`config.mk`:
```
export PLATFORM = sky130hd
export DESIGN_NAME = bpsk_demod
export DESIGN_NICKNAME = d
export VERILOG_FILES = /design/src/rtl/bpsk_demod.sv
export SDC_FILE = /design/constraint.sdc
export NUM_CORES = 1
export LEC_CHECK = 0
export ABC_CLOCK_PERIOD_IN_PS = 10050
export CORE_MARGIN = 3
export CORE_UTILIZATION = 30
export CTS_CLUSTER_DIAMETER = 200
export CTS_CLUSTER_SIZE = 28
export DETAILED_ROUTE_END_ITERATION = 16
export PLACE_DENSITY = 0.46
export SKIP_CTS_REPAIR_TIMING = 1
export SYNTH_ARGS = -nofsm -noshare
export SYNTH_HDL_FRONTEND = slang
export SYNTH_SLANG_ARGS = --single-unit
```
`constraint.sdc`:
```
create_clock -name clk -period 10.05 [get_ports clk]
set_clock_uncertainty 0.05 [all_clocks]
set_input_delay 1.5075 -clock clk [delete_from_list [all_inputs] [get_ports clk]]
set_output_delay 1.5075 -clock clk [all_outputs]
set_load 0.005 [all_outputs]
```
`src/rtl/bpsk_demod.sv`:
```
// bpsk_demod: coherent BPSK demodulator, one carrier period (256 samples) per symbol.
// Each accepted sample is multiplied by the matching Q15 sine-table entry and
// summed over the symbol. The symbol sum gives a hard bit and a saturated soft metric.
//
// Ports:
//   clk, reset      clock; asynchronous active-high reset
//   sample_in       signed 16-bit received sample
//   sample_valid    sample_in accepted on this rising edge
//   sync            with sample_valid: current sample is carrier phase 0
//   bit_out         hard decision (1 when symbol sum >= 0)
//   soft_out        symbol sum >>> SOFT_SHIFT, saturated to 16 bits signed
//   bit_valid       one-cycle strobe marking a new decision
//   low_conf        |soft_out| < THRESH
//   lowconf_count   saturating count of low-confidence decisions
//   locked          high while in RUN
//
// Build option: define BPSK_DEMOD_ERRCNT_EN to include the low-confidence
// counter; otherwise lowconf_count is tied to 0.
module bpsk_demod #(
    parameter int unsigned SOFT_SHIFT = 23,
    parameter int unsigned THRESH     = 4096
) (
    input  logic        clk,
    input  logic        reset,
    input  logic [15:0] sample_in,
    input  logic        sample_valid,
    input  logic        sync,
    output logic        bit_out,
    output logic [15:0] soft_out,
    output logic        bit_valid,
    output logic        low_conf,
    output logic [15:0] lowconf_count,
    output logic        locked
);

    localparam int unsigned SAMP_W = 16;
    localparam int unsigned PROD_W = 32;
    localparam int unsigned ACC_W  = 40;
    localparam int unsigned PH_W   = 8;
    localparam int unsigned MAG_W  = SAMP_W + 1;
    localparam int unsigned TBL_N  = 256;

    localparam logic signed [ACC_W-1:0] SAT_HI = ACC_W'(32767);
    localparam logic signed [ACC_W-1:0] SAT_LO = -ACC_W'(32768);

    typedef enum logic {
        IDLE = 1'b0,
        RUN  = 1'b1
    } state_t;

    // Q15 sine entry, same formula as the modulator's table
    function automatic logic signed [SAMP_W-1:0] sine_val(input int idx);
        return SAMP_W'($rtoi($sin(2.0 * 3.14159 * real'(idx) / 256.0) * 32767.0));
    endfunction

    logic signed [SAMP_W-1:0] sine_rom [TBL_N];

    // Constant table; elaborates to a ROM
    for (genvar g = 0; g < TBL_N; g++) begin : g_sine
        assign sine_rom[g] = sine_val(g);
    end

    state_t            state, state_nxt;
    logic [PH_W-1:0]   ph;
    logic [PH_W-1:0]   ph_eff_c;
    logic              accept_c;

    logic signed [PROD_W-1:0] prod_c;
    logic signed [PROD_W-1:0] s1_prod;
    logic                     s1_valid;
    logic                     s1_first;
    logic                     s1_last;

    logic signed [ACC_W-1:0]  acc;
    logic signed [ACC_W-1:0]  sum_c;
    logic signed [ACC_W-1:0]  fin_sum;
    logic                     fin_valid;

    logic signed [ACC_W-1:0]  shifted_c;
    logic signed [SAMP_W-1:0] soft_sat_c;
    logic signed [MAG_W-1:0]  soft_ext_c;
    logic [MAG_W-1:0]         mag_c;
    logic                     low_c;

    // Next-state and acceptance; sync forces the current sample to phase 0
    always_comb begin
        state_nxt = state;
        accept_c  = 1'b0;
        ph_eff_c  = ph;
        case (state)
            IDLE: begin
                if (sample_valid && sync) begin
                    state_nxt = RUN;
                    accept_c  = 1'b1;
                    ph_eff_c  = '0;
                end
            end
            RUN: begin
                if (sample_valid) begin
                    accept_c = 1'b1;
                    if (sync) begin
                        ph_eff_c = '0;
                    end
                end
            end
            default: state_nxt = IDLE;
        endcase
    end

    // State, phase counter and lock indication
    always_ff @(posedge clk or posedge reset) begin
        if (reset) begin
            state  <= IDLE;
            ph     <= '0;
            locked <= 1'b0;
        end else begin
            state  <= state_nxt;
            locked <= (state_nxt == RUN);
            if (accept_c) begin
                ph <= ph_eff_c + PH_W'(1);
            end
        end
    end

    assign prod_c = $signed(sample_in) * sine_rom[ph_eff_c];

    // Stage 1: product plus first/last-of-symbol tag
    always_ff @(posedge clk or posedge reset) begin
        if (reset) begin
            s1_prod  <= '0;
            s1_valid <= 1'b0;
            s1_first <= 1'b0;
            s1_last  <= 1'b0;
        end else begin
            s1_valid <= accept_c;
            if (accept_c) begin
                s1_prod  <= prod_c;
                s1_first <= (ph_eff_c == '0);
                s1_last  <= (ph_eff_c == '1);
            end
        end
    end

    // A first-sample tag restarts the sum, which also discards any aborted partial symbol
    assign sum_c = (s1_first ? '0 : acc) + ACC_W'(s1_prod);

    // Stage 2: accumulate; capture the completed symbol sum
    always_ff @(posedge clk or posedge reset) begin
        if (reset) begin
            acc       <= '0;
            fin_sum   <= '0;
            fin_valid <= 1'b0;
        end else begin
            fin_valid <= s1_valid && s1_last;
            if (s1_valid) begin
                acc <= sum_c;
                if (s1_last) begin
                    fin_sum <= sum_c;
                end
            end
        end
    end

    // Soft metric saturation and confidence test; |-32768| needs the extra magnitude bit
    always_comb begin
        shifted_c = fin_sum >>> SOFT_SHIFT;
        if (shifted_c > SAT_HI) begin
            soft_sat_c = SAMP_W'(SAT_HI);
        end else if (shifted_c < SAT_LO) begin
            soft_sat_c = SAMP_W'(SAT_LO);
        end else begin
            soft_sat_c = SAMP_W'(shifted_c);
        end
        soft_ext_c = MAG_W'(soft_sat_c);
        mag_c      = soft_ext_c[MAG_W-1] ? MAG_W'(-soft_ext_c) : MAG_W'(soft_ext_c);
        low_c      = (mag_c < MAG_W'(THRESH));
    end

    // Decision registers hold until the next symbol completes
    always_ff @(posedge clk or posedge reset) begin
        if (reset) begin
            bit_out   <= 1'b0;
            soft_out  <= '0;
            bit_valid <= 1'b0;
            low_conf  <= 1'b0;
        end else begin
            bit_valid <= fin_valid;
            if (fin_valid) begin
                bit_out  <= ~fin_sum[ACC_W-1];
                soft_out <= soft_sat_c;
                low_conf <= low_c;
            end
        end
    end

`ifdef BPSK_DEMOD_ERRCNT_EN
    // Saturating low-confidence counter, cleared only by reset
    always_ff @(posedge clk or posedge reset) begin
        if (reset) begin
            lowconf_count <= '0;
        end else if (fin_valid && low_c && (lowconf_count != '1)) begin
            lowconf_count <= lowconf_count + 16'd1;
        end
    end
`else
    assign lowconf_count = '0;
`endif

endmodule

```
==> impl_metrics.toml, run 1 <==
[clock_tree]
cts_tree = "done"
clk_latency_ps = 440
clock_path_buffers = 2
clk_pin_slew_worst_paths_ps = 60
cts_root_buf = "clkbuf_16"
numCtsBuffers = 17
clock_sinks = 121
cts_max_level = 4

[floorplanning]
die_x_um = 279.6
rows = 99
floorplan.initialDensity = 0.3053
design.die.area_sq_mm = 0.07820
die_y_um = 279.6
ioPinCount = 56
coreArea_sq_mm = 0.07358

[critical_path]
critPathMaxStageDelay_ps = 620
criticalPathCategory = "input port to flip-flop"
path_max_fanout = 7
cp_top_family = "adder cells"
cpMostUsedCell = "fa_1"
crit_buf_inv = 8
crit_slowest_cell = "nor2_2"
crit_arrival_ps = 10090
critPathCaptureType = "flip-flop"
critical_path_required_ps = 10330
critPathLaunchType = "input port"

[yosys]
synth-edff-count = 0
synth_largest_area_cell = "fa_1"
synthTopCellsByCount = "inv_1 (367), nand2_1 (282), fa_1 (263), a21oi_1 (159), o21ai_0 (155)"
ys_top_cells_by_area = "fa_1 (23%), dfrtp_1 (13%), ha_1 (7.9%), inv_1 (6.1%), nand2_1 (4.7%)"
synthCells = 2724
ys_async_sr_fraction = 1.000
yosys.cell_types.count = 100
ys_seq_area_frac = 0.1348
synth_area_sq_mm = 0.02246
yosysWarnings = 0
synth_top_area_share = 0.2344
synthFlopType = "dfrtp_1"
syn_avg_cell_area_sq_um = 8.246
ys_ff_latch = 121
synth.most_common_cell = "inv_1"

[sta]
period_minus_slack_ps = 9813
timing.final.crit_share = 0.9764
tightest_slew_ps = 1143
fin_ws_ps = 237.1
fmax_mhz = 101.9
slew_violations = 0
final-hold-violation-count = 0
slew_headroom = 0.2367
setup_violations = 0

[final_layout]
num-nets-final = 3504
syn_to_final_growth_pct = 23.57
drive_above_1_share = 0.2160
antennaDiodeCount = 0
stdcell_count = 4052
utilization = 0.3772

[route]
drc = 0
wl_met1_mm = 44.61
first_iter_violations = 1757
highest_layer = "met5"
antenna_left = 0
met2WireLength_mm = 42.62
dr_wl_met3_mm = 7.323
routed_wl_mm = 97.54
avgRoutedWirePerCell_um = 24.07
drt_pass1_iterations = 5
drt-vias-per-instance = 5.334
vias = 21614

[place]
portBuffers = 39
place_ws_ps = -478.8
gp_congestion = 0.9691
dp_hpwl_mm = 79.45
placedCellCount = 4014

[status]
outcome = "completed"

[hold_path]
hp-class = "flip-flop to flip-flop"

[global_route]
grt-ovfl-total = 0
first_global_vias = 22703
grt_pass1_wl_mm = 147.6
grt_max_degree = 69
antenna_found_initial = 2
grt_usage = 0.2502

[job]
maxCapViolCount = 0
[worst paths after layout]
path / startpoint / to / slack, ps / cells after the start
hold reg to reg: acc[10] / acc[10] / 420 / 1
setup reg to reg: ph[3] / s1_prod[25] / 1040 / 30
min in group asynchronous: reset / bit_out / 1500 / 2
hold / removal: acc[10] / acc[10] / 420 / 1
setup / recovery: sync / s1_prod[25] / 240 / 30
max in group asynchronous: reset / s1_prod[14] / 7050 / 3
[flip-flops by register name (all words and copies together), names as in the netlist]
signal and cells:
ph 8, fin_valid 1, soft_out 16, bit_out 1
s1_prod 32, acc 40, s1_first 1, low_conf 1
s1_valid 1, fin_sum 17, bit_valid 1, s1_last 1
state 1
[per-stage QoR]
step | hold slack, ps | TNS, ps | cell area (sq um)
after floorplan | 301.9 | 0 | 22520
after global placement | 408.4 | -4953 | 26860
after detailed placement | 411.5 | -4271 | 26860
after CTS | 424.5 | -45.57 | 27460
after global routing | 442.4 | -17.26 | 27760
final | 420.6 | 0 | 27760
[cell type report]
| type | count | area [sq um] |
|---|---|---|
| multi-input combinational | 2056 | 17280 |
| sequential | 121 | 3032 |
| inverter | 370 | 1391 |
| timing repair buffer | 514 | 4258 |
| fill | 7687 | 45820 |
| clock inverter | 11 | 146.4 |
| clock buffer | 21 | 450.4 |
| tap | 959 | 1200 |
[layout by cell type, fill, tap and decap left out, types with 13 or more instances in the layout]
cell type | netlist | final
ha_1 | 141 | 134
a22oi_1 | 13 | 13
o31ai_1 | 15 | 15
o211ai_1 | 47 | 47
nand4_1 | 13 | 13
nand3_1 | 47 | 47
a31oi_1 | 34 | 31
nand2_1 | 282 | 280
mux2_2 | 34 | 34
fa_1 | 263 | 262
o22ai_1 | 19 | 18
xor2_1 | 20 | 20
conb_1 | 1 | 16
and3_1 | 14 | 14
a211o_1 | 14 | 14
o21ai_0 | 155 | 146
nor2_1 | 116 | 115
a21oi_1 | 159 | 155
inv_1 | 367 | 363
buf_4 | 31 | 447
nand2_2 | 23 | 24
nor3_1 | 38 | 37
nor2b_1 | 60 | 60
a211oi_1 | 34 | 33
clkbuf_16 | 0 | 17
xnor2_1 | 43 | 43
clkdlybuf4s50_1 | 0 | 39
nand2b_1 | 32 | 32
a21o_1 | 33 | 33
buf_12 | 2 | 22
dfrtp_1 | 121 | 118
and2_1 | 133 | 131
[cell families (layout without fill, tap and decap cells)]
family                   after synthesis  after routing  synth area share
AO/OA/AOI/OAI                        700            700            0.2105
XOR/XNOR                              63             63           0.02456
multiplexers                          47             47           0.02373
other                                  1             16         0.0001669
flip-flops                           121            121            0.1348
AND/OR/NAND/NOR                      826            826            0.1838
buffers and inverters                562            916            0.1095
adder cells (fa/ha/maj)              404            404            0.3129
[per-layer routing]
layer | track usage | vias to the layer above
met1 | 0.3502 | 10819
met5 | 0 | -
met2 | 0.3877 | 771
met3 | 0.05334 | 146
met4 | 0.07529 | 2
li1 | - | 9876
Power of run 1 is left out: the tool's default activity adds up to more than one toggle a clock period on the data nets, which glitch-free logic cannot reach.
==> inputs of run 2 (changes only) <==
--- a/config.mk
+++ b/config.mk
@@ -5,6 +5,7 @@
 export SDC_FILE = /design/constraint.sdc
 export NUM_CORES = 1
 export LEC_CHECK = 0
+export ABC_AREA = 1
 export ABC_CLOCK_PERIOD_IN_PS = 10050
 export CORE_MARGIN = 3
 export CORE_UTILIZATION = 30
==> run 2 against run 1 <==
  * Via count increased by 7.6%
  * Fmax increased by 3.1%
  * Die area increased by 2.1%
  * Non-clock buffer count decreased by 363
  * Worst hold slack improved by 1.3 ps
  * Design area decreased by 8.6%
  * Largest cell class unchanged
==> impl_metrics.toml, run 2 <==
[sta]
fmax_mhz = 105.1
setup_violations = 0
tightest_slew_ps = 1014
rsz0062_at_grt = "false"
worst_hold_slack_ps = 421.9
timing.final.crit_share = 0.9471
tns_ps = 0
final-hold-violation-count = 0
slew_headroom = 0.3238
slew_violations = 0
period_minus_slack_ps = 9519

[floorplanning]
ioPinCount = 56
die_x_um = 282.6
die_y_um = 282.6
design.die.area_sq_mm = 0.07984
floorplan.initialDensity = 0.3056
rows = 100
coreArea_sq_mm = 0.07507

[critical_path]
critPathMaxStageDelay_ps = 560
crit_arrival_ps = 9830
reg2reg_slack_ps = 1470
cpMostUsedCell = "nand2_1"
critPathLaunchType = "input port"
reg2reg_depth = 34
path_max_fanout = 21
criticalPathCategory = "input port to flip-flop"
reg2reg_from = "ph[3]"
critical_path_required_ps = 10360
rr_endpoint = "s1_prod[17]"
crit_slowest_cell = "fa_1"
critPathCaptureType = "flip-flop"

[hold_path]
hp-class = "flip-flop to flip-flop"
hp-start = "soft_out[15]"
min_to = "soft_out[15]"
holdPathStages = 2

[final_layout]
fill_cells = 8475
top_regs = "acc x40, s1_prod x32, fin_sum x17"
antennaDiodeCount = 0
ff_latch_area_sq_mm = 0.003028
multi_input_area_sq_mm = 0.01695
layout_common_cells = "nand2_1 (987), inv_1 (603), nand3_1 (355), nor2_1 (345), fa_1 (263)"
syn_to_final_growth_pct = 10.60
utilization = 0.3380
num-nets-final = 3956
largest_reg_flops = 40
largest_register = "acc"
drive_above_1_share = 0.06544
layout_commonest_cell = "nand2_1"

[place]
gp_congestion = 1.041
portBuffers = 39
dp_hpwl_mm = 79.89

[clock_tree]
clk_latency_ps = 440
clock_path_buffers = 2
numCtsBuffers = 17
clk_pin_slew_worst_paths_ps = 70
cts_root_buf = "clkbuf_16"
clock_sinks = 121
cts_max_level = 4
cts_tree = "done"

[route]
first_iter_violations = 2251
drt-vias-per-instance = 5.152
drc = 0
drt_pass1_iterations = 6
vias = 23256
avgRoutedWirePerCell_um = 21.51
routed_wl_mm = 97.09
antenna_left = 0

[global_route]
grt-ovfl-total = 0
first_global_vias = 23542
grt_max_degree = 66
antenna_found_initial = 0
grt_pass1_wl_mm = 148.2
grt_usage = 0.2473

[yosys]
synth_top_area_share = 0.2295
synth.most_common_cell = "nand2_1"
yosys.cell_types.count = 47
ys_ff_latch = 121
synthTopCellsByCount = "nand2_1 (987), inv_1 (604), nand3_1 (355), nor2_1 (346), fa_1 (263)"
yosysWarnings = 0
syn_avg_cell_area_sq_um = 6.618
ys_top_cells_by_area = "fa_1 (23%), nand2_1 (16%), dfrtp_1 (13%), inv_1 (9.9%), nand3_1 (7.7%)"
synth-edff-count = 0
synthFlopType = "dfrtp_1"
ys_seq_area_frac = 0.1320
ys_async_sr_fraction = 1.000
synthCells = 3467
synth_area_sq_mm = 0.02294
synth_largest_area_cell = "fa_1"

[job]
maxCapViolCount = 0

[status]
outcome = "completed"
==> run 2: changes by cell type after synthesis, moves of 27 or more <==
cell,change
o21ai_0,-47
nand3_1,+308
a211oi_1,-34
nand2_1,+705
mux2_2,-34
nor2_1,+230
nor2b_1,-60
nand4_1,+27
o211ai_1,-39
clkbuf_1,-66
and2_1,-132
nand2b_1,-32
a21o_1,-31
inv_1,+237
==> run 2: final cells by class <==
cell class | count | area share
clock inverters | 15 | 0.005868
multi-input cells | 2616 | 0.6681
well taps | 969 | 0.04778
clock buffers | 17 | 0.01676
inverters | 625 | 0.09265
flip-flops and latches | 121 | 0.1193
repair buffers | 151 | 0.04950
==> run 2: metrics by stage <==
stage                     std cells  setup slack (ps)  instance area (sq um)
after global placement         4482             172.2                  24800
final                          4514             531.2                  25380
after global routing           4514             123.8                  25380
after detailed placement       4482             198.3                  24800
after floorplan                3482              1434                  23000
after CTS                      4514             625.2                  25380
==> run 2: logic make-up (layout without fill, tap and decap cells) <==
logic type               after synthesis  count (layout)  share of synthesized area
flip-flops                           121             121                     0.1320
AO/OA/AOI/OAI                        334             334                    0.07798
adder cells (fa/ha/maj)              404             404                     0.3064
other                                  1              16                  0.0001634
AND/OR/NAND/NOR                     1829            1829                     0.3389
buffers and inverters                745             808                     0.1321
XOR/XNOR                              33              33                    0.01260
==> run 2: per-layer routing <==
metal	wire length [um]	GRT usage
met2	43700	0.3985
met5	0	0
met3	6265	0.03178
met1	42500	0.3350
met4	4629	0.1029
==> run 2: how the worst max path moves through the flow <==
stage | from | end | slack (ps)
4_1_cts | sample_valid | s1_prod[17] | 630
6_report | sample_valid | s1_prod[17] | 530
3_5_place_dp | sample_valid | s1_prod[17] | 200
2_1_floorplan | sample_valid | s1_prod[31] | 1430
3_3_place_gp | sample_valid | s1_prod[30] | 170
5_1_grt | sample_valid | s1_prod[31] | 120
==> run 2: worst max-delay path: cells and delay by family <==
family / cells / cell delay, ps
AND/OR/NAND/NOR: 15 / 2020
adder cells (fa/ha/maj): 7 / 3420
AO/OA/AOI/OAI: 3 / 690
buffers and inverters: 12 / 2150
Power of run 2 is left out for the same reason.
